**src/rtl/space_invaders_pkg.sv**
```systemverilog
// Shared constants for the invader fleet and sprite_drawer: FSM/direction
// encodings and default geometry/timing parameters.
`timescale 1ns/1ps
package space_invaders_pkg;

    typedef enum logic [1:0] {
        ST_IDLE    = 2'd0,
        ST_MARCH   = 2'd1,
        ST_LANDED  = 2'd2,
        ST_CLEARED = 2'd3
    } fleet_state_e;

    typedef enum logic {
        DIR_RIGHT = 1'b0,
        DIR_LEFT  = 1'b1
    } fleet_dir_e;

    localparam int COLS_DEF        = 5;
    localparam int ROWS_DEF        = 2;
    localparam int SPACING_DEF     = 2;
    localparam int X_W_DEF         = 5;
    localparam int Y_W_DEF         = 4;
    localparam int X_MAX_DEF       = 31;
    localparam int LAND_LINE_DEF   = 14;
    localparam int PERIOD_BASE_DEF = 1_000_000;
    localparam int PERIOD_PER_DEF  = 200_000;
    localparam int T_W_DEF         = 24;

    function automatic int clog2_min1(input int n);
        return (n > 1) ? $clog2(n) : 1;
    endfunction

endpackage

```
**src/rtl/fleet_extent.sv**
```systemverilog
// Combinational extent of the surviving fleet: leftmost/rightmost alive
// column, lowest alive row and number of survivors.
`timescale 1ns/1ps
module fleet_extent import space_invaders_pkg::*; #(
    parameter int COLS = COLS_DEF,
    parameter int ROWS = ROWS_DEF,
    parameter int C_W  = clog2_min1(COLS),
    parameter int R_W  = clog2_min1(ROWS),
    parameter int N_W  = $clog2(ROWS*COLS+1)
) (
    input  logic [ROWS*COLS-1:0] alive,
    output logic [C_W-1:0]       min_alive_col,
    output logic [C_W-1:0]       max_alive_col,
    output logic [R_W-1:0]       max_alive_row,
    output logic [N_W-1:0]       alive_count
);

    logic [COLS-1:0] col_any;
    logic [ROWS-1:0] row_any;

    always_comb begin
        col_any     = '0;
        row_any     = '0;
        alive_count = '0;
        for (int r = 0; r < ROWS; r++) begin
            for (int c = 0; c < COLS; c++) begin
                col_any[c]  = col_any[c] | alive[r*COLS+c];
                row_any[r]  = row_any[r] | alive[r*COLS+c];
                alive_count = alive_count + N_W'(alive[r*COLS+c]);
            end
        end
    end

    // Empty fleet reports zero extents; the owner checks alive_count first.
    always_comb begin
        min_alive_col = '0;
        max_alive_col = '0;
        max_alive_row = '0;
        for (int c = COLS-1; c >= 0; c--)
            if (col_any[c]) min_alive_col = C_W'(c);
        for (int c = 0; c < COLS; c++)
            if (col_any[c]) max_alive_col = C_W'(c);
        for (int r = 0; r < ROWS; r++)
            if (row_any[r]) max_alive_row = R_W'(r);
    end

endmodule

```
**src/rtl/invader_fleet.sv**
```systemverilog
// Invader fleet: marches the formation left/right and down on a timer that
// speeds up as invaders die, resolves bullet hits and flags landing/clear.
`timescale 1ns/1ps
module invader_fleet import space_invaders_pkg::*; #(
    parameter int COLS        = COLS_DEF,
    parameter int ROWS        = ROWS_DEF,
    parameter int SPACING     = SPACING_DEF,
    parameter int X_W         = X_W_DEF,
    parameter int Y_W         = Y_W_DEF,
    parameter int X_MAX       = X_MAX_DEF,
    parameter int LAND_LINE   = LAND_LINE_DEF,
    parameter int PERIOD_BASE = PERIOD_BASE_DEF,
    parameter int PERIOD_PER  = PERIOD_PER_DEF,
    parameter int T_W         = T_W_DEF
) (
    input  logic                 clk_36MHz,
    input  logic                 reset,
    input  logic                 clear,
    input  logic                 enable,
    input  logic [X_W-1:0]       bullet_x,
    input  logic [Y_W-1:0]       bullet_y,
    input  logic                 bullet_flying,
    output logic [ROWS*COLS-1:0] invaders_array,
    output logic [X_W-1:0]       fleet_x,
    output logic [Y_W-1:0]       fleet_line,
    output logic                 hit,
    output logic                 landed,
    output logic                 wave_cleared,
    output logic [1:0]           state
);

    localparam int C_W = clog2_min1(COLS);
    localparam int R_W = clog2_min1(ROWS);
    localparam int N_W = $clog2(ROWS*COLS+1);
    localparam int SH  = $clog2(SPACING);
    localparam int E_W = X_W + C_W + SH + 1;
    localparam int L_W = ((Y_W > R_W) ? Y_W : R_W) + 1;

    fleet_state_e st;
    fleet_dir_e   dir;
    logic [T_W-1:0] timer;

    logic [C_W-1:0] min_col, max_col;
    logic [R_W-1:0] max_row;
    logic [N_W-1:0] alive_count;

    fleet_extent #(.COLS(COLS), .ROWS(ROWS)) u_extent (
        .alive         (invaders_array),
        .min_alive_col (min_col),
        .max_alive_col (max_col),
        .max_alive_row (max_row),
        .alive_count   (alive_count)
    );

    // Period follows the live count, so a kill shortens the current run.
    logic [T_W-1:0] period;
    logic           step;
    assign period = T_W'(PERIOD_BASE) + T_W'(alive_count) * T_W'(PERIOD_PER);
    assign step   = timer >= (period - T_W'(1));

    logic [E_W-1:0] left_edge, right_edge;
    logic           landing;
    assign left_edge  = E_W'(fleet_x) + (E_W'(min_col) << SH);
    assign right_edge = E_W'(fleet_x) + (E_W'(max_col) << SH);
    assign landing    = (L_W'(fleet_line) + L_W'(max_row)) >= L_W'(LAND_LINE);

    logic [X_W-1:0]       dx;
    logic [Y_W-1:0]       dy;
    logic [ROWS*COLS-1:0] hit_mask;
    assign dx = bullet_x - fleet_x;
    assign dy = bullet_y - fleet_line;

    // One-hot (or empty) mask of the invader under the bullet; underflow misses.
    always_comb begin
        hit_mask = '0;
        if (bullet_flying && enable && st == ST_MARCH &&
            bullet_x >= fleet_x && bullet_y >= fleet_line &&
            (dx & X_W'(SPACING-1)) == '0) begin
            for (int r = 0; r < ROWS; r++)
                for (int c = 0; c < COLS; c++)
                    if ((dx >> SH) == X_W'(c) && dy == Y_W'(r))
                        hit_mask[r*COLS+c] = invaders_array[r*COLS+c];
        end
    end

    always_ff @(posedge clk_36MHz or negedge reset) begin
        if (!reset) begin
            st             <= ST_IDLE;
            dir            <= DIR_RIGHT;
            timer          <= '0;
            invaders_array <= '0;
            fleet_x        <= '0;
            fleet_line     <= '0;
            hit            <= 1'b0;
            landed         <= 1'b0;
            wave_cleared   <= 1'b0;
        end else if (clear) begin
            st             <= ST_MARCH;
            dir            <= DIR_RIGHT;
            timer          <= '0;
            invaders_array <= '1;
            fleet_x        <= '0;
            fleet_line     <= '0;
            hit            <= 1'b0;
            landed         <= 1'b0;
            wave_cleared   <= 1'b0;
        end else begin
            hit <= 1'b0;
            if (st == ST_MARCH) begin
                if (alive_count == '0) begin
                    st           <= ST_CLEARED;
                    wave_cleared <= 1'b1;
                end else if (landing) begin
                    st     <= ST_LANDED;
                    landed <= 1'b1;
                end else if (enable) begin
                    invaders_array <= invaders_array & ~hit_mask;
                    hit            <= |hit_mask;
                    if (step) begin
                        timer <= '0;
                        if (dir == DIR_RIGHT) begin
                            if (right_edge + E_W'(1) <= E_W'(X_MAX)) begin
                                fleet_x <= fleet_x + X_W'(1);
                            end else begin
                                fleet_line <= fleet_line + Y_W'(1);
                                dir        <= DIR_LEFT;
                            end
                        end else begin
                            if (left_edge != '0) begin
                                fleet_x <= fleet_x - X_W'(1);
                            end else begin
                                fleet_line <= fleet_line + Y_W'(1);
                                dir        <= DIR_RIGHT;
                            end
                        end
                    end else begin
                        timer <= timer + T_W'(1);
                    end
                end
            end
        end
    end

    assign state = st;

endmodule

```
**config.mk**
```make
export PLATFORM = sky130hd
export DESIGN_NAME = invader_fleet
export DESIGN_NICKNAME = d
export VERILOG_FILES = /design/src/rtl/space_invaders_pkg.sv /design/src/rtl/fleet_extent.sv /design/src/rtl/invader_fleet.sv
export SDC_FILE = /design/constraint.sdc
export NUM_CORES = 1
export LEC_CHECK = 0
export ABC_AREA = 1
export CAP_MARGIN = 15
export CORE_MARGIN = 4
export CORE_UTILIZATION = 55
export DETAILED_ROUTE_END_ITERATION = 8
export DONT_BUFFER_PORTS = 1
export PLACE_DENSITY = 0.73
export SETUP_SLACK_MARGIN = 0.4
export SYNTH_ARGS = -nofsm -noshare
export SYNTH_HDL_FRONTEND = slang
export SYNTH_SLANG_ARGS = --single-unit
export TNS_END_PERCENT = 100
```
**constraint.sdc**
```tcl
create_clock -name clk_36MHz -period 6.5 [get_ports clk_36MHz]
set_input_delay 0.975 -clock clk_36MHz [delete_from_list [all_inputs] [get_ports clk_36MHz]]
set_output_delay 0.975 -clock clk_36MHz [all_outputs]
set_load 0.05 [all_outputs]
```
After elaboration in Yosys (flattened, before gate mapping)
Cells that the tools add are included.
- register bits after elaboration: 49
- bits of input ports: 14
- output and inout port bits: 24
- word-level logic and storage cells: 168
- add/subtract/negate cells: 21
- multiply operators: 1
- magnitude comparators: 5
- equality and inequality tests: 11
- multiplexer cells: 75
- bitwise gates (word level): 11
- reductions and logical operators: 35
- operators by type and width (cell ; number):
    24-bit 2-to-1 mux ; 6
    10-bit 2-to-1 mux ; 6
    5-bit 2-to-1 mux ; 9
    4-bit 2-to-1 mux ; 9
    1-bit 2-to-1 mux ; 33
    4-bit by 1-bit adder with 4-bit output ; 8
    24-bit by 1-bit adder with 24-bit output, second input constant ; 1
    24-bit greater-or-equal comparator ; 1
    3-bit 2-to-1 mux ; 8
    23-bit by 1-bit subtractor with 24-bit output, second input constant ; 1
    20-bit by 22-bit adder with 23-bit output, first input constant ; 1
    4-bit by 12-bit multiplier with 16-bit output, second input constant ; 1
    1-bit logical AND ; 15
    7-bit AND reduction ; 2
    5-bit by 4-bit adder with 6-bit output ; 2
    10-bit AND ; 1
    5-bit zero test ; 2
    10-bit inverter ; 1
    10-bit nonzero test ; 1
    2-bit nonzero test ; 5
    10-bit OR reduction ; 1
    1-bit bitwise OR ; 9
    4-bit by 1-bit == test with 1-bit output, second input constant ; 2
    4-bit by 2-bit == test with 1-bit output, second input constant ; 2
    24 further kinds ; 32

Depth between registers and ports, before layout
Gate-level depths: netlist (run 1).
- word-level depth: 19
- mapped depth: 40
- mapped depth without buffers: 40

By module
A second synthesis (run 1) with hierarchy kept.
- cells, all modules: 778
- area total of the unflattened synthesis: 5345.1 µm²
- modules (own cells, without submodules) (module ; times used ; cells each ; area each (µm²) ; seq. area each (µm²)):
    invader_fleet ; 1 ; 728 ; 4977.3 ; 1226.2
    fleet_extent ; 1 ; 50 ; 367.9 ; 0.0

Worst setup path before layout (run 1)
No wires, ideal clock.
- kind: reg2reg
- start point: register invaders_array[1]
- end point: register fleet_x[0]
- setup time: 68 ps
- arrival: 6915 ps
- data required time: 6432 ps
- slack: -483 ps
- cell stages (with the launch flop): 33
- path buffers: 0
- period minus slack after synthesis: 6983 ps
- path through: dfrtp_1 ha_1 inv_1 fa_1 fa_1 fa_1 fa_1 fa_1 or2_2 nand2_1 inv_1 ha_1 ha_1 ha_1 a21oi_1 nand2_1 xor2_1 nand3_1 nand3_1 nand2_1 nand3_1 nand2_1 ha_1 nand2_1 nor2_1 nand4_1 inv_1 nand3_1 nand3_1 nand3_2 nor2_2 nand2_1 nand2_1
- word-level cells in the longest chain between the ends: 15
- elaborated cells on any way between the ends: 31
- classes of those cells: add/sub: 14; mul: 1; order compare: 2; eq/ne: 2; mux: 6; bitwise: 1; reduce/logical: 5
- ends and longest elaborated chain (item ; RTL line ; source):
    start, declared ; invader_fleet.sv:23 ; output logic [ROWS*COLS-1:0] invaders_array,
    start signal, assigned ; invader_fleet.sv:117 ; invaders_array <= invaders_array & ~hit_mask;
    1-bit by 1-bit adder with 2-bit output ; fleet_extent.sv:29 ; alive_count = alive_count + N_W'(alive[r*COLS+c]);
    4-bit by 1-bit adder with 4-bit output (8 in series) ; fleet_extent.sv:29 ;
    4-bit by 12-bit multiplier with 16-bit output ; invader_fleet.sv:58 ; assign period = T_W'(PERIOD_BASE) + T_W'(alive_count) * T_W'(PERIOD_PER);
    20-bit by 22-bit adder with 23-bit output ; invader_fleet.sv:58 ;
    23-bit by 1-bit subtractor with 24-bit output ; invader_fleet.sv:59 ; assign step = timer >= (period - T_W'(1));
    24-bit greater-or-equal comparator ; invader_fleet.sv:59 ;
    2-bit nonzero test (no source line) ; - ;
    7-bit AND reduction (no source line) (*) ; - ;
    end signal, assigned ; invader_fleet.sv:123 ; fleet_x <= fleet_x + X_W'(1);
    end signal, assigned ; invader_fleet.sv:130 ; fleet_x <= fleet_x - X_W'(1);
    end, declared ; invader_fleet.sv:24 ; output logic [X_W-1:0] fleet_x,
Mark *: on every way between the ends. The rest lies on a longest branch, timed or not.
A chain may end at the register's enable or synchronous reset.

Final worst setup path (run 1)
- start point: register invaders_array[0]
- end point: register timer[16]
- word-level cells in the longest chain between the ends: 19
- elaborated cells on any way between the ends: 22
- classes of those cells: add/sub: 11; mul: 1; order compare: 1; eq/ne: 1; mux: 6; reduce/logical: 2
- ends and longest elaborated chain (item ; RTL line ; source):
    1-bit by 1-bit adder with 2-bit output (*) ; fleet_extent.sv:29 ;
    4-bit by 1-bit adder with 4-bit output (*) (8 in series) ; fleet_extent.sv:29 ;
    4-bit by 12-bit multiplier with 16-bit output ; invader_fleet.sv:58 ;
    20-bit by 22-bit adder with 23-bit output ; invader_fleet.sv:58 ;
    23-bit by 1-bit subtractor with 24-bit output ; invader_fleet.sv:59 ;
    24-bit greater-or-equal comparator ; invader_fleet.sv:59 ;
    24-bit 2-to-1 mux ; invader_fleet.sv:119 ; if (step) begin
    24-bit 2-to-1 mux ; invader_fleet.sv:116 ; end else if (enable) begin
    24-bit 2-to-1 mux ; invader_fleet.sv:113 ; end else if (landing) begin
    24-bit 2-to-1 mux ; invader_fleet.sv:110 ; if (alive_count == '0) begin
    24-bit 2-to-1 mux ; invader_fleet.sv:109 ; if (st == ST_MARCH) begin
    24-bit 2-to-1 mux ; invader_fleet.sv:97 ; end else if (clear) begin
    end signal, assigned ; invader_fleet.sv:137 ; timer <= timer + T_W'(1);
    end, declared ; invader_fleet.sv:41 ; logic [T_W-1:0] timer;
Mark *: on every way between the ends. The rest lies on a longest branch, timed or not. The select of a mux whose other input is x is not followed.

==> metrics.md, run 1 <==
| Metric | Value |
|---|---|
| Run status | `finished with violations` |
| Failing checks | `setup timing` |
| Largest net degree at the start of global routing | `50` |
| Drt pass-1 iters | `5` |
| Cell area after layout | `6540 µm²` |
| Vias in the first global route | `~5300` |
| Lkg Pwr | `3.22 nW` |
| Max Cap Viol | `0` |
| Worst Path Arrival | `6.95 ns` |
| CTS root buffer | `clkbuf_8` |
| GPL Wtd Cong | `about 0.89` |
| Vias per cell | `5.52` |
| Crit start category | `register` |
| Fmax | `between 100 and 150 MHz` |
| Post-DP HPWL | `11100 µm` |
| Met3 Track Usage GR | `3.64%` |
| Final Core Density | `70.1%` |
| Post-route ant nets | `0` |
| Peak supply drop | `0.190 mV` |
| Starting Density | `57.1%` |
| Total routed wirelength | `between 10000 and 15000 µm` |
| Max_slew headroom | `40.1%` |
| FF+latch area | `1230 µm²` |
| First-pass GRT wire length | `24700 µm` |
| Share of layout cells above drive strength 1 | `about a fifth` |
| Hold buffers post-CTS | `0` |
| Slew Viols, Final | `0` |
| Syn_nets | `870` |
| Area growth from synthesis to layout | `22.7%` |
| Clock slew at reported path FFs | `~0.11 ns` |
| Async SR Flop Fraction | `100%` |
| Worst min-delay path class | `primary input to asynchronous set/reset pin` |
| Total GRT Usage | `a little over a quarter` |
| Initial antenna violation count | `0` |
| Post-Syn Area | `5330 µm²` |
| DIE AREA | `about 11000 µm²` |
| Worst Setup End Kind | `register` |
| Sink Count | `49` |
| Global Route met1 Usage | `33.0%` |
| Endpoints failing setup | `33` |
| Number of distinct library cells after synthesis | `42` |
| Crit Path Max Fanout | `5` |
| Post-Synth Simple-Gate Area | `around a third` |
| Avg Cell Area, Syn | `6.85 µm²` |
| WS Path Type | `register to register` |
| Final net count | `approximately 930` |
| EDFF count, synth | `0` |
| Synth Area in XOR/XNOR | `4.27%` |
| Most Frequent Cell on Critical Path | `nand2_1` |
| Pwr dens | `approximately 190 nW/µm²` |
| Final antenna diode count | `0` |
| Cell Rows | `35` |
| Detailed Route Iter0 Violations | `303` |
| Via Count | `between 5000 and 6000` |
| Largest family of logic cells by synthesized area | `simple AND/OR/NAND/NOR gates` |
| Final Total Pwr | `approximately 0.0012 W` |
| Post-place instance area | `5930 µm²` |
| Layout fillers | `around 790` |
| Worst Path Required | `between 6 and 7 ns` |
| Main synth FF type | `dfrtp_1` |
| Gr busiest metal | `met2` |
| RSZ-0062 raised after global routing | `yes` |
| CTS tree | `done` |
| Synth Area in Compound Gates | `8.55%` |
| Crit share post-route | `103%` |
| Post-Synth Adder-Cell Area | `19.9%` |
| DRC Markers | `0` |
| Setup WS post-layout | `-0.206 ns` |
| Htree depth | `2` |
| Fin. Hold Viols | `0` |
| Clock skew | `between 0.01 and 0.015 ns` |
| Slew of the pin with the lowest slew margin | `0.892 ns` |
| Crit path time final | `6.71 ns` |
| Crit-path slowest cell | `fa_2` |
| Worst-skew pair later-pin latency | `0.32 ns` |
| I/O Buffers | `0` |
| Yosys synthesis warning count | `0` |
| Io pins | `38` |
| Core outline area | `~9300 µm²` |
| #FFs+latches synth | `49` |
| CP peak stage delay | `0.58 ns` |
| Cells after synthesis | `778` |
| Register area share after synthesis | `23.0%` |
| Commonest non-fill, non-tap cell in the layout | `nand2_1` |
| CTS buffer count | `5` |
| Commonest cells after routing, fill and taps aside | `nand2_1 (165), inv_1 (122), nor2_1 (76)` |
| Die W | `around 110 µm` |
| Multi-input logic area | `4090 µm²` |
| CTS max path bufs | `2` |
| M2 GR Usage | `46.8%` |
| Mux cell area share after synthesis | `0%` |
| Avg WL per Cell | `15.2 µm` |
| GRT Residual Overflow | `0` |
| Die H | `106 µm` |
-- cell families after synthesis --
logic type	count (synthesis)
compound gates	86
xor+xnor	26
fa+ha+maj	78
buf+inv	140
flops	49
simple gates	399
-- what timing repair did --
action,CTS,global route
resized for setup,61,35
endpoints found under the setup margin,34,34
setup buffers,8,4
pin swaps,46,11
gates cloned,1,0
-- worst paths after layout --
check / endpoint / slack [ns] / cells after the start / from
worst max-delay path: timer[16] / -0.21 / 34 / invaders_array[0]
worst min-delay path: invaders_array[1] / 0.33 / 0 / reset
worst max register to register: timer[16] / -0.21 / 34 / invaders_array[0]
worst min register to register: timer[1] / 0.55 / 2 / timer[1]
max in group asynchronous: timer[21] / 6.06 / 0 / reset
min in group clk_36MHz: timer[1] / 0.55 / 2 / timer[1]
-- sequential cells by signal (all words and copies together), names as in the netlist --
signal          flops
wave_cleared        1
invaders_array     10
fleet_line          4
state               2
landed              1
hit                 1
fleet_x             5
dir                 1
timer              24
-- worst max-delay path, delay by kind of cell (launching register included) --
family | cells | cell delay [ns]
adder cells (fa/ha/maj) | 10 | 3.53
AND/OR/NAND/NOR | 14 | 1.32
AO/OA/AOI/OAI | 3 | 0.48
buffers and inverters | 5 | 0.50
flip-flops | 1 | 0.45
XOR/XNOR | 2 | 0.34
-- per-stage QoR --
| step | hold WS (ns) | TNS [ns] | std cells | setup slack (ns) |
|---|---|---|---|---|
| global route | 0.313 | -13.44 | 966 | -0.484 |
| detailed placement | 0.525 | -7.41 | 945 | -0.352 |
| global placement | 0.497 | -4.55 | 945 | -0.236 |
| finish | 0.332 | -3.61 | 966 | -0.206 |
| CTS | 0.327 | -2.53 | 962 | -0.159 |
| floorplan | 0.475 | -0.279 | 778 | -0.0313 |
-- power breakdown --
group / leakage [nW] / switching [W] / total [W] / internal [W]
Sequential: 0.614 / 0.000173 / 0.000510 / 0.000337
Clock: 0.0506 / 0.000124 / 0.000204 / 0.0000808
Combinational: 2.56 / 0.000305 / 0.000501 / 0.000196
Total: 3.22 / 0.000602 / 0.00121 / 0.000613
-- metal layers --
metal  wire length, µm  up-vias
met3               869       31
met2              7430      177
met4               315        0
met5                 0        -
met1              6040     2495
li1                  -     2626
-- Yosys cell counts (4+ instances only) --
cell     number  area, µm²
nor3_1       23        115
nor2_2        5       31.3
inv_1       131        492
nor2_1       85        319
nand4_1      20        125
nor3_2        4       40.0
nand3_2       5       50.1
xor2_1       22        193
nand2_1     183        687
nand3_1      56        280
fa_1         11        220
dfrtp_1      49       1230
a21oi_1      40        200
xnor2_1       4       35.0
ha_1         67        838
o21ai_0      33        165
-- cell type report --
type / count / share of cell area, %
clock buffers: 5 / 1.05
multi-input cells: 590 / 62.6
inverters: 133 / 7.86
flip-flops and latches: 49 / 18.8
well taps: 129 / 2.47
clock inverters: 3 / 0.440
repair buffers: 57 / 6.77
(Power assumes the default switching activity.)
==> run 2: changes to the inputs <==
- DONT_BUFFER_PORTS: 1 -> default
- PLACE_DENSITY: 0.73 -> 0.78
- REMOVE_ABC_BUFFERS: default -> 1
==> run 2 against run 1 <==
Net effect:
- the flow still finishes with violations (setup timing)
- worst setup slack lost 0.10 ns
- non-clock buffer count grew 52
- via count is 4.0% higher
- first-iteration DRC count decreased by 11%
- count of clock-buffer cells in the layout grew 1
- global-route usage up 0.61 points
- die area did not move
- routed wire length up 4.3%
- combinational power up 31%
- critical path depth rose by 1
- critical endpoint is now timer[11]
- largest power group is now combinational cells
- highest routed layer unchanged
==> metrics.md, run 2 (synthesized netlist as in run 1, its figures left out) <==
| Metric | Value |
|---|---|
| Vias per cell | `5.46` |
| Crit path time final | `6.81 ns` |
| Worst Path Arrival | `7.05 ns` |
| Clock slew at reported path FFs | `0.10 ns` |
| Worst-skew pair later-pin latency | `0.31 ns` |
| WS Path Type | `register to register` |
| GRT Residual Overflow | `0` |
| CP peak stage delay | `0.52 ns` |
| Total GRT Usage | `27.1%` |
| R2r endpoint | `timer[11]` |
| Slew Viols, Final | `0` |
| Run status | `finished with violations` |
| Share of layout cells above drive strength 1 | `22.8%` |
| Pre-CTS setup slack | `-0.724 ns` |
| Post-DP HPWL | `roughly 11000 µm` |
| RSZ-0062 raised after global routing | `yes` |
| Cell area after layout | `7060 µm²` |
| Hold buffers post-CTS | `0` |
| Crit share post-route | `105%` |
| Fmax | `roughly 150 MHz` |
| Largest net degree at the start of global routing | `50` |
| CTS buffer count | `5` |
| Largest reg by FF count | `timer` |
| Worst min-delay path class | `register to register` |
| Peak supply drop | `0.215 mV` |
| Max Cap Viol | `0` |
| CP endpoint | `timer[11]` |
| Critical R2R Launch | `invaders_array[0]` |
| Endpoints failing setup | `34` |
| Fin. Hold Viols | `0` |
| Die W | `between 100 and 150 µm` |
| I/O Buffers | `37` |
| Crit path from | `invaders_array[0]` |
| Crit Path Max Fanout | `5` |
| DRC Markers | `0` |
| Largest register FFs | `24` |
| Cell Rows | `35` |
| Htree depth | `2` |
| Slew of the pin with the lowest slew margin | `1.02 ns` |
| CTS max path bufs | `2` |
| Core outline area | `9330 µm²` |
| Vias in the first global route | `around 5500` |
| DIE AREA | `11300 µm²` |
| Sink Count | `49` |
| Initial antenna violation count | `0` |
| Commonest non-fill, non-tap cell in the layout | `nand2_1` |
| Detailed Route Iter0 Violations | `270` |
| CTS root buffer | `clkbuf_8` |
| Final net count | `979` |
| Post-place instance area | `6270 µm²` |
| First-pass GRT wire length | `25400 µm` |
| Max_slew headroom | `31.4%` |
| Io pins | `38` |
| Commonest cells after routing, fill and taps aside | `nand2_1 (156), inv_1 (122), nor2_1 (76)` |
| GPL Wtd Cong | `0.964` |
| Clock skew | `0.0118 ns` |
| Worst Setup End Kind | `register` |
| Worst Path Required | `6.74 ns` |
| Crit start category | `register` |
| Post-route ant nets | `0` |
| Starting Density | `a little under three fifths` |
| Avg WL per Cell | `approximately 15 µm` |
| Area growth from synthesis to layout | `32.4%` |
| Die H | `106 µm` |
| R2r worst-path depth | `35` |
| Largest regs | `timer (24), invaders_array (10), fleet_x (5)` |
| CTS tree | `done` |
| Lkg Pwr | `3.44 nW` |
| Crit-path slowest cell | `fa_1` |
| Pwr dens | `about 180 nW/µm²` |
| Final antenna diode count | `0` |
| Total routed wirelength | `15300 µm` |
| Via Count | `5543` |
| Setup WS post-layout | `-0.310 ns` |
| Failing checks | `setup timing` |
| Reg-to-reg slack, setup | `-0.31 ns` |
| Drt pass-1 iters | `6` |
==> run 2: cell count changes in the layout (fill, tap and decap cells not counted), sizes merged, moves of 2 or more <==
cell | before | now
inv | 135 | 132
buf | 57 | 73
clkdlybuf4s50 | 0 | 36
clkinvlp | 0 | 2
==> run 2: layout make-up <==
type | count | area (µm²)
clock buffer | 6 | 82.6
clock inverter | 1 | 7.51
fill | 708 | 2270
inverter | 133 | 508
multi-input combinational | 589 | 4120
sequential | 49 | 1230
tap | 129 | 161
timing repair buffer | 109 | 947
==> run 2: worst min path at each step <==
stage,cells past startpoint,from,endpoint,slack (ns)
finish,2,wave_cleared,wave_cleared,0.51
floorplan,2,timer[1],timer[1],0.47
detailed placement,2,wave_cleared,wave_cleared,0.50
global route,1,state[0],state[0],0.55
global placement,2,landed,landed,0.48
CTS,2,wave_cleared,wave_cleared,0.52
==> run 2: worst max-delay path: cells and delay by family (launching register included) <==
kind	cells	cell delay (ns)
adder cells (fa/ha/maj)	9	3.23
flip-flops	1	0.39
buffers and inverters	9	1.01
XOR/XNOR	3	0.51
AO/OA/AOI/OAI	5	0.50
AND/OR/NAND/NOR	9	1.10
==> run 2: repair_timing <==
item	4_1_cts	5_1_grt
gates resized for setup	92	59
buffers inserted	3	6
pin swaps	16	34
hold endpoints to repair	0	0
setup endpoints to repair	34	34
gates cloned	0	0
==> run 2: per-stage QoR <==
stage | power [W] | utilization [%] | TNS, ns | instances | hold slack (ns)
4_1_cts | 0.00125 | 72.4 | -3.43 | 1010 | 0.521
3_5_place_dp | 0.00104 | 67.2 | -20.86 | 1000 | 0.495
6_report | 0.00126 | 75.7 | -8.49 | 1016 | 0.512
2_1_floorplan | 0.000860 | - | -14.35 | 771 | 0.475
3_3_place_gp | 0.00101 | 67.2 | -13.85 | 1000 | 0.477
5_1_grt | 0.00137 | 75.7 | -17.85 | 1016 | 0.552
==> run 2: metal layers <==
| metal | routed length (µm) | track usage (%) | vias up | part of all wire (%) |
|---|---|---|---|---|
| li1 | - | - | 2730 | - |
| met1 | 6660 | 35.2 | 2629 | 44 |
| met3 | 730 | 2.98 | 19 | 4.8 |
| met2 | 7720 | 48.2 | 165 | 51 |
| met5 | 0 | 0 | - | 0 |
| met4 | 165 | 6.67 | 0 | 1.1 |
==> run 2: where the power goes <==
group,leakage (nW),total [W],switching [W],internal [W]
Combinational,2.78,0.000654,0.000414,0.000241
Sequential,0.615,0.000417,0.0000776,0.000339
Clock,0.0433,0.000192,0.000108,0.0000845
Total,3.44,0.00126,0.000599,0.000664
==> run 3: changes to the inputs <==
- REMOVE_ABC_BUFFERS: 1 -> default
==> run 3 against run 2 <==
Net effect:
- the flow still finishes with violations (setup timing)
- critical path depth did not move
- first-iteration DRC count rose by 56%
- die area did not move
- register-to-register slack improved by 0.20 ns
- sequential power barely moved
- power fell by 0.71%
- count of clock-buffer cells in the layout fell by 1
- largest cell class unchanged
- largest power group unchanged
==> metrics.md, run 3 (synthesized netlist as in run 1, its figures left out) <==
| Metric | Value |
|---|---|
| Run status | `finished with violations` |
| Failing checks | `setup timing` |
| WHS Endpoint | `landed` |
| Crit path time final | `6.61 ns` |
| RSZ-0062 raised after global routing | `yes` |
| Gate power share | `51.6%` |
| R2r worst-path depth | `35` |
| Htree depth | `2` |
| Total routed wirelength | `15000 µm` |
| GPL Wtd Cong | `0.934` |
| Sw Ratio | `48.0%` |
| Starting Density | `57.1%` |
| Largest register FFs | `24` |
| Avg WL per Cell | `15.0 µm` |
| Peak supply drop | `approximately 0.28 mV` |
| Layout fillers | `746` |
| CP peak stage delay | `0.51 ns` |
| Cell Rows | `35` |
| Largest net degree at the start of global routing | `50` |
| Clock skew | `0.0127 ns` |
| WS Path Type | `register to register` |
| Crit start category | `register` |
| CTS max path bufs | `2` |
| Clock Power Share | `15.1%` |
| Die W | `106 µm` |
| Cell-internal power | `roughly 0.00065 W` |
| CTS tree | `done` |
| Slew of the pin with the lowest slew margin | `0.767 ns` |
| R2r endpoint | `timer[15]` |
| Max_slew headroom | `48.5%` |
| FF+latch area | `1230 µm²` |
| Sequential share of power | `33.3%` |
| Clock slew at reported path FFs | `0.10 ns` |
| Via Count | `5516` |
| Max Cap Viol | `0` |
| Area growth from synthesis to layout | `29.8%` |
| Lkg Pwr | `3.37 nW` |
| Detailed Route Iter0 Violations | `422` |
| Worst-skew pair later-pin latency | `0.32 ns` |
| Critical R2R Launch | `invaders_array[0]` |
| Final Total Pwr | `0.00125 W` |
| GRT Residual Overflow | `0` |
| Initial antenna violation count | `0` |
| Worst min-delay path class | `register to register` |
| Post-DP HPWL | `about 12000 µm` |
| Final net count | `958` |
| Die H | `between 100 and 150 µm` |
| Vias in the first global route | `5429` |
| Sum Neg Setup Slack | `-2.31 ns` |
| Largest reg by FF count | `timer` |
| Multi-input logic area | `4160 µm²` |
| Io pins | `38` |
| Reg-to-reg slack, setup | `-0.11 ns` |
| Pwr dens | `about 180 nW/µm²` |
| Hold Startpoint | `landed` |
| Largest regs | `timer (24), invaders_array (10), fleet_x (5)` |
| Worst Path Required | `6.72 ns` |
| Crit share post-route | `102%` |
| Vias per cell | `5.54` |
| Total GRT Usage | `26.7%` |
| DRC Markers | `0` |
| CTS buffer count | `5` |
| Setup WS post-layout | `-0.114 ns` |
| Most Frequent Cell on Critical Path | `ha_4` |
| Hold-critical path depth | `2` |
| Core outline area | `9330 µm²` |
| Endpoints failing setup | `31` |
| Commonest cells after routing, fill and taps aside | `nand2_1 (160), inv_1 (121), nor2_1 (77)` |
| Share of layout cells above drive strength 1 | `20.8%` |
| Sink Count | `49` |
| CTS root buffer | `clkbuf_8` |
| Crit Path Max Fanout | `6` |
| Crit-path slowest cell | `fa_1` |
| Fin. Hold Viols | `0` |
| Slew Viols, Final | `0` |
| Fmax | `151 MHz` |
| Drt pass-1 iters | `5` |
| Net Switching | `around 0.0006 W` |
| DIE AREA | `11300 µm²` |
| Commonest non-fill, non-tap cell in the layout | `nand2_1` |
| Worst Path Arrival | `approximately 6.8 ns` |
| I/O Buffers | `37` |
| First-pass GRT wire length | `approximately 25000 µm` |
| Worst Setup End Kind | `register` |
| Final antenna diode count | `0` |
| Post-route ant nets | `0` |
## run 3: cell types whose count changed in the layout (fill, tap and decap cells not counted), sizes merged
cell,delta
nand2,+1
clkinvlp,-1
clkbuf,-1
clkinv,+2
inv,+1
buf,-22
## run 3: layout make-up
cell class                 instances  share of cell area, %
clock buffer                       5                  0.995
clock inverter                     3                  0.307
inverter                         133                   7.43
multi-input combinational        590                   60.2
sequential                        49                   17.8
tap                              129                   2.33
timing repair buffer              87                   11.0
## run 3: metrics by stage
step / utilization, % / hold slack (ns) / instances / setup slack (ns) / instance area, µm²
floorplan: - / 0.475 / 778 / -0.0313 / 5490
global placement: 67.3 / 0.491 / 980 / -0.311 / 6280
detailed placement: 67.3 / 0.488 / 980 / -0.381 / 6280
CTS: 70.7 / 0.519 / 991 / -0.0573 / 6600
global route: 74.2 / 0.568 / 996 / -0.430 / 6920
finish: 74.2 / 0.513 / 996 / -0.114 / 6920
## run 3: power by group through the flow
stage / registers (W) / clock network, W / logic, W
after floorplan: 0.000479 / 0 / 0.000398
after global placement: 0.000422 / 0 / 0.000595
after detailed placement: 0.000423 / 0 / 0.000625
after CTS: 0.000417 / 0.000192 / 0.000636
after global routing: 0.000427 / 0.000200 / 0.000729
final: 0.000418 / 0.000189 / 0.000647
## run 3: how the worst max path moves through the flow
stage                            from    endpoint  cells after the start
global route        invaders_array[0]  fleet_x[0]                     36
detailed placement  invaders_array[0]    timer[9]                     33
global placement    invaders_array[1]   timer[16]                     34
finish              invaders_array[0]   timer[15]                     35
floorplan           invaders_array[1]   timer[10]                     36
CTS                 invaders_array[0]  fleet_x[0]                     36
## run 3: metal layers
layer,GRT usage [%],part of all wire [%],vias up,routed length [µm]
met1,32.7,41,2608,6120
met3,3.16,5.4,37,813
met5,0,0,-,0
met2,48.1,51,194,7610
li1,-,-,2677,-
met4,9.50,2.8,0,416
## run 3: timing repair
action	CTS	global route
hold buffers	0	0
hold endpoints to repair	0	0
resized for setup	46	64
pin swaps	25	19
buffers inserted	3	4
setup endpoints to repair	34	34
cloned	0	1
## run 3: worst max-delay path, delay by kind of cell (launching register included)
family / cells / cell delay (ns)
DFF: 1 / 0.44
and+or+nand+nor: 17 / 1.91
adders and majority gates: 10 / 3.45
AOI/OAI and AO/OA: 2 / 0.17
buffers and inverters: 6 / 0.54
